==> config.mk <==
export PLATFORM = sky130hd
export DESIGN_NAME = gate_sweep_controller
export DESIGN_NICKNAME = d
export VERILOG_FILES = /design/src/rtl/gate_pkg.sv /design/src/rtl/gate_expected_lut.sv /design/src/rtl/gate_sweep_controller.sv
export SDC_FILE = /design/constraint.sdc
export NUM_CORES = 1
export LEC_CHECK = 0
export BUFFER_PORTS_ARGS = -buffer_cell sky130_fd_sc_hd__buf_2
export CORE_ASPECT_RATIO = 0.6
export CORE_MARGIN = 2
export CORE_UTILIZATION = 44
export DETAILED_ROUTE_END_ITERATION = 10
export PLACE_DENSITY = 0.61
export SYNTH_ARGS = -nofsm -noshare
export SYNTH_HDL_FRONTEND = slang
export SYNTH_SLANG_ARGS = --single-unit
==> constraint.sdc <==
create_clock -name clk -period 3.2 [get_ports clk]
set_input_delay 0.8 -clock clk [delete_from_list [all_inputs] [get_ports clk]]
set_output_delay 0.8 -clock clk [all_outputs]
set_load 0.02 [all_outputs]
==> src/rtl/gate_pkg.sv <==
// Shared opcodes, expected truth tables and sweep FSM encoding for the
// basic-gate sweep controller.
package gate_pkg;

  localparam int OP_AND     = 0;
  localparam int OP_OR      = 1;
  localparam int OP_NOT     = 2;
  localparam int OP_NAND    = 3;
  localparam int OP_NOR     = 4;
  localparam int OP_XOR     = 5;
  localparam int OP_XNOR    = 6;
  localparam int OP_ILLEGAL = 7;

  // bit v of each table is Y for input vector v = {a,b}
  localparam logic [3:0] EXP_AND  = 4'b1000;
  localparam logic [3:0] EXP_OR   = 4'b1110;
  localparam logic [3:0] EXP_NOT  = 4'b0011;
  localparam logic [3:0] EXP_NAND = 4'b0111;
  localparam logic [3:0] EXP_NOR  = 4'b0001;
  localparam logic [3:0] EXP_XOR  = 4'b0110;
  localparam logic [3:0] EXP_XNOR = 4'b1001;

  typedef enum logic [1:0] {
    ST_IDLE  = 2'd0,
    ST_DRIVE = 2'd1,
    ST_DONE  = 2'd2
  } state_t;

endpackage

==> src/rtl/gate_expected_lut.sv <==
// Opcode -> expected 4-entry truth table; anything past XNOR is illegal.
module gate_expected_lut
  import gate_pkg::*;
#(
  parameter int OP_W = 3
) (
  input  logic [OP_W-1:0] op,
  output logic [3:0]      expected,
  output logic            illegal
);

  always_comb begin
    expected = 4'b0000;
    illegal  = 1'b0;
    case (int'(op))
      OP_AND:  expected = EXP_AND;
      OP_OR:   expected = EXP_OR;
      OP_NOT:  expected = EXP_NOT;
      OP_NAND: expected = EXP_NAND;
      OP_NOR:  expected = EXP_NOR;
      OP_XOR:  expected = EXP_XOR;
      OP_XNOR: expected = EXP_XNOR;
      default: illegal  = 1'b1;
    endcase
  end

endmodule

==> src/rtl/gate_sweep_controller.sv <==
// Drives a 2-input gate through vectors 00..11, samples Y after a settle
// time, and compares the captured truth table against the opcode's table.
module gate_sweep_controller
  import gate_pkg::*;
#(
  parameter int HOLD_CYCLES = 2,
  parameter int OP_W        = 3
) (
  input  logic            clk,
  input  logic            rst,
  input  logic            start,
  input  logic [OP_W-1:0] op,
  output logic            gate_a,
  output logic            gate_b,
  input  logic            gate_y,
  output logic            busy,
  output logic            done,
  output logic            pass,
  output logic            err,
  output logic [3:0]      tt,
  output logic [3:0]      fail_mask
);

  state_t          state, state_next;
  logic [OP_W-1:0] op_q, lut_op;
  logic [3:0]      expected, tt_cap;
  logic            illegal, last_hold;
  logic [1:0]      vec;
  logic [7:0]      hold;

  // IDLE decodes the incoming op to decide DRIVE vs DONE; afterwards the latched op
  assign lut_op    = (state == ST_IDLE) ? op : op_q;
  assign last_hold = (hold == 8'(HOLD_CYCLES - 1));

  gate_expected_lut #(.OP_W(OP_W)) u_lut (
    .op       (lut_op),
    .expected (expected),
    .illegal  (illegal)
  );

  always_comb begin
    tt_cap      = tt;
    tt_cap[vec] = gate_y;
  end

  always_ff @(posedge clk) begin
    if (rst) state <= ST_IDLE;
    else     state <= state_next;
  end

  always_comb begin
    state_next = state;
    busy       = (state != ST_IDLE);
    done       = (state == ST_DONE);
    case (state)
      ST_IDLE:  if (start) state_next = illegal ? ST_DONE : ST_DRIVE;
      ST_DRIVE: if (last_hold && vec == 2'd3) state_next = ST_DONE;
      ST_DONE:  state_next = ST_IDLE;
      default:  state_next = ST_IDLE;
    endcase
  end

  always_ff @(posedge clk) begin
    if (rst) begin
      op_q      <= '0;
      vec       <= 2'd0;
      hold      <= 8'd0;
      gate_a    <= 1'b0;
      gate_b    <= 1'b0;
      pass      <= 1'b0;
      err       <= 1'b0;
      tt        <= 4'h0;
      fail_mask <= 4'h0;
    end else begin
      case (state)
        ST_IDLE: if (start) begin
          op_q      <= op;
          vec       <= 2'd0;
          hold      <= 8'd0;
          gate_a    <= 1'b0;
          gate_b    <= 1'b0;
          tt        <= 4'h0;
          pass      <= 1'b0;
          err       <= illegal;
          fail_mask <= illegal ? 4'hF : 4'h0;
        end
        ST_DRIVE: begin
          if (last_hold) begin
            tt   <= tt_cap;
            hold <= 8'd0;
            if (vec == 2'd3) begin
              // last sample lands here, so results are valid in the DONE cycle
              fail_mask <= tt_cap ^ expected;
              pass      <= ((tt_cap ^ expected) == 4'h0);
              gate_a    <= 1'b0;
              gate_b    <= 1'b0;
            end else begin
              vec              <= vec + 2'd1;
              {gate_a, gate_b} <= vec + 2'd1;
            end
          end else begin
            hold <= hold + 8'd1;
          end
        end
        default: ;
      endcase
    end
  end

endmodule

==> run_results.csv <==
group,metric,value,unit
synthesis,async_flop_share,0,%
synthesis,ys_warn_count,0,
global_routing,grt_pass1_vias,1396,
clocking,ctsHtreeMaxLevel,1,
synthesis,synth.area.top_cells,"dfxtp_1 35%, nor2_1 6.5%, a21oi_1 6.4%",
layout,final_area,1730,um^2
synthesis,ys.flop_type,"dfxtp_1",
critical_path,setup.worst_path.start_class,"flop",
clocking,cts_made_buffers,3,
timing,rsz0062_at_grt,"no",
clocking,clock_latency,0.28,ns
clocking,clkSlewWorstSetupHoldPaths,0.10,ns
clocking,cts_setup_buffers,0,
floorplan,die_h,50.1,um
critical_path,cp.required,3.41,ns
placement,io_buffers,20,
timing,fin_crit_sh,77.4,%
critical_path,cp-end-kind,"flop",
job,maxCapViolations,0,
detailed_routing,dr.first_iter.drc_count,73,
layout,drive_above_1_share,14.5,%
global_routing,grt_max_degree,30,
placement,place_hpwl,2.77,mm
status,status,"complete, no violations",
power_and_ir_drop,leakage,0.712,nW
layout,final_nets,228,
power_and_ir_drop,power_frac_comb,23.2,%
synthesis,syn_area_per_cell,7.89,um^2
timing,drv_slew,0,
floorplan,die-area,4060,um^2
timing,relSlewSlack,58.8,%
placement,place_congestion,0.810,
power_and_ir_drop,pwr-share-clk,27.0,%
clocking,max-clock-path-buffers,2,
synthesis,syn_nets,211,
timing,fin_setup_tns,0,ns
detailed_routing,drc,0,
detailed_routing,route.final.wire_length,3.68,mm
detailed_routing,vias,1465,
detailed_routing,viasPerCell,5.66,
power_and_ir_drop,power_density,425,nW/um^2
clocking,cts.sinks,27,
worst_hold_path,hold_path.class,"flop to flop",
floorplan,core,3320,um^2
power_and_ir_drop,swShare,31.7,%
global_routing,antenna_found_initial,0,
global_routing,overflow,0,
layout,syn2layout_area_growth,10.7,%
detailed_routing,drt_pass1_iterations,4,
layout,layout.cells.non_filler,259,
floorplan,rows,16,
floorplan,start_util,47.0,%
global_routing,grt_pass1_wl,6.24,mm
synthesis,synth_top_cell_by_area,"dfxtp_1",
layout,insertedDiodeCount,0,
critical_path,path_class,"flop to flop",
timing,final.min_clock_period,2.48,ns
timing,worst_pin_slew,0.600,ns
power_and_ir_drop,max-vdd-ir-drop,229,uV
synthesis,synth_cell_types,42,
timing,max_freq,404,MHz
clocking,ctsHoldBuffers,0,
synthesis,synth_edf_count,0,
placement,dp_cells,255,
global_routing,track_usage,19.8,%
clocking,cts_tree,"built",
synthesis,syn_inst,198,
power_and_ir_drop,seqPwrFrac,49.8,%
synthesis,yosys-top-cells-count,"27 x dfxtp_1, 27 x nor2_1, 20 x a21oi_1",
floorplan,io_pins,21,
synthesis,syn-cell-area,1560,um^2
detailed_routing,drtAntennaViolNets,0,
critical_path,path_max_fanout,8,
layout,utilization,52.0,%
power_and_ir_drop,intPower,0.502,mW
layout,fillers,338,
placement,placed_cell_area,1680,um^2
clocking,cts_resized,0,
floorplan,die_w,80.9,um
timing,setup-violations-final,0,
power_and_ir_drop,total_power,0.734,mW
power_and_ir_drop,p_sw,0.232,mW
synthesis,ys_seq_area_share,34.6,%
timing,final_hold_viol_count,0,
detailed_routing,routedWlPerCell,14.2,um
critical_path,cp.arrival,2.68,ns
synthesis,ys_seq_elements,27,
synthesis,yosys.area.top_type_share,34.6,%
timing,skew,0.00913,ns
clocking,cts_root_buf,"clkbuf_8",
==> placed cells by master (no fill, tap or decap), drive strengths merged <==
cell type / Yosys / layout
a221oi: 1 / 1
mux2: 1 / 1
or4b: 2 / 2
nor3b: 4 / 4
clkbuf: 7 / 4
nand3: 6 / 6
a21oi: 20 / 20
nand2b: 3 / 3
nor4: 2 / 2
or3: 2 / 2
a22oi: 1 / 1
nand4b: 1 / 1
o211ai: 1 / 1
nand2: 18 / 18
and3: 5 / 5
nor3: 3 / 3
o21bai: 1 / 1
inv: 8 / 8
a41oi: 1 / 1
nor4b: 2 / 2
mux2i: 9 / 9
a311oi: 3 / 3
and2: 4 / 4
o41ai: 1 / 1
o21ai: 13 / 13
buf: 2 / 21
a31o: 1 / 1
or2: 2 / 2
ha: 6 / 6
o32ai: 1 / 1
dfxtp: 27 / 27
nor2b: 4 / 4
a31oi: 4 / 4
xnor2: 3 / 3
nor2: 28 / 28
nor4bb: 1 / 1
==> worst max-delay path, stage by stage, from the launching register on <==
cell     delay, ns
dfxtp_1       0.39
ha_1          0.16
or4b_4        0.46
nor4_4        0.25
mux2i_1       0.11
or2_1         0.33
or4b_1        0.54
a21oi_1       0.15
==> area by class of cell <==
class,count,area (um^2),area share (%)
Timing Repair Buffer,21,108,6.23
Sequential cell,27,541,31.3
Tap cell,45,56.3,3.26
Inverter,8,30.0,1.74
Clock buffer,4,45.0,2.61
Multi-Input combinational cell,154,948,54.9
==> power by group through the flow <==
stage / Clock (mW) / Sequential, mW / Combinational [mW]
final: 0.198 / 0.366 / 0.170
after global routing: 0.218 / 0.368 / 0.189
after CTS: 0.205 / 0.365 / 0.169
after detailed placement: 0 / 0.373 / 0.169
after global placement: 0 / 0.372 / 0.164
after floorplan: 0 / 0.373 / 0.127
==> per-layer routing <==
| metal | vias to the layer above | track usage (%) | wire, um |
|---|---|---|---|
| met2 | 45 | 31.0 | 1590 |
| met1 | 675 | 27.3 | 1880 |
| li1 | 740 | - | - |
| met3 | 5 | 4.50 | 184 |
| met4 | 0 | 5.93 | 29 |
| met5 | - | 0 | 0 |
==> logic make-up (layout without fill, tap and decap cells) <==
| kind of cell | Yosys count | count (layout) | share of synthesized area (%) |
|---|---|---|---|
| multiplexers | 10 | 10 | 6.49 |
| AND/OR/NAND/NOR | 87 | 87 | 29.6 |
| buffers and inverters | 17 | 33 | 4.65 |
| AO/OA/AOI/OAI | 48 | 48 | 18.1 |
| adder cells (fa/ha/maj) | 6 | 6 | 4.81 |
| XOR/XNOR | 3 | 3 | 1.68 |
| flip-flops | 27 | 27 | 34.6 |
==> through the flow <==
step | setup slack [ns] | hold WS (ns)
2_1_floorplan | 0.899 | 0.449
3_3_place_gp | 0.849 | 0.442
3_5_place_dp | 0.737 | 0.452
4_1_cts | 0.715 | 0.466
5_1_grt | 0.537 | 0.497
6_report | 0.725 | 0.460
==> registers in the layout, indices dropped and copies added, names as in the netlist <==
| signal | count |
|---|---|
| op_q | 3 |
| fail_mask | 4 |
| err | 1 |
| gate_b | 1 |
| tt | 4 |
| vec | 2 |
| pass | 1 |
| state | 2 |
| gate_a | 1 |
| hold | 8 |
==> final timing paths <==
check	start	to	slack [ns]	cells past startpoint
worst min register to register	err	err	0.46	2
worst max register to register	hold[0]	vec[1]	0.72	7
worst min-delay path	err	err	0.46	2
worst max-delay path	hold[0]	vec[1]	0.72	7
Power figures use the tool's default switching activity.
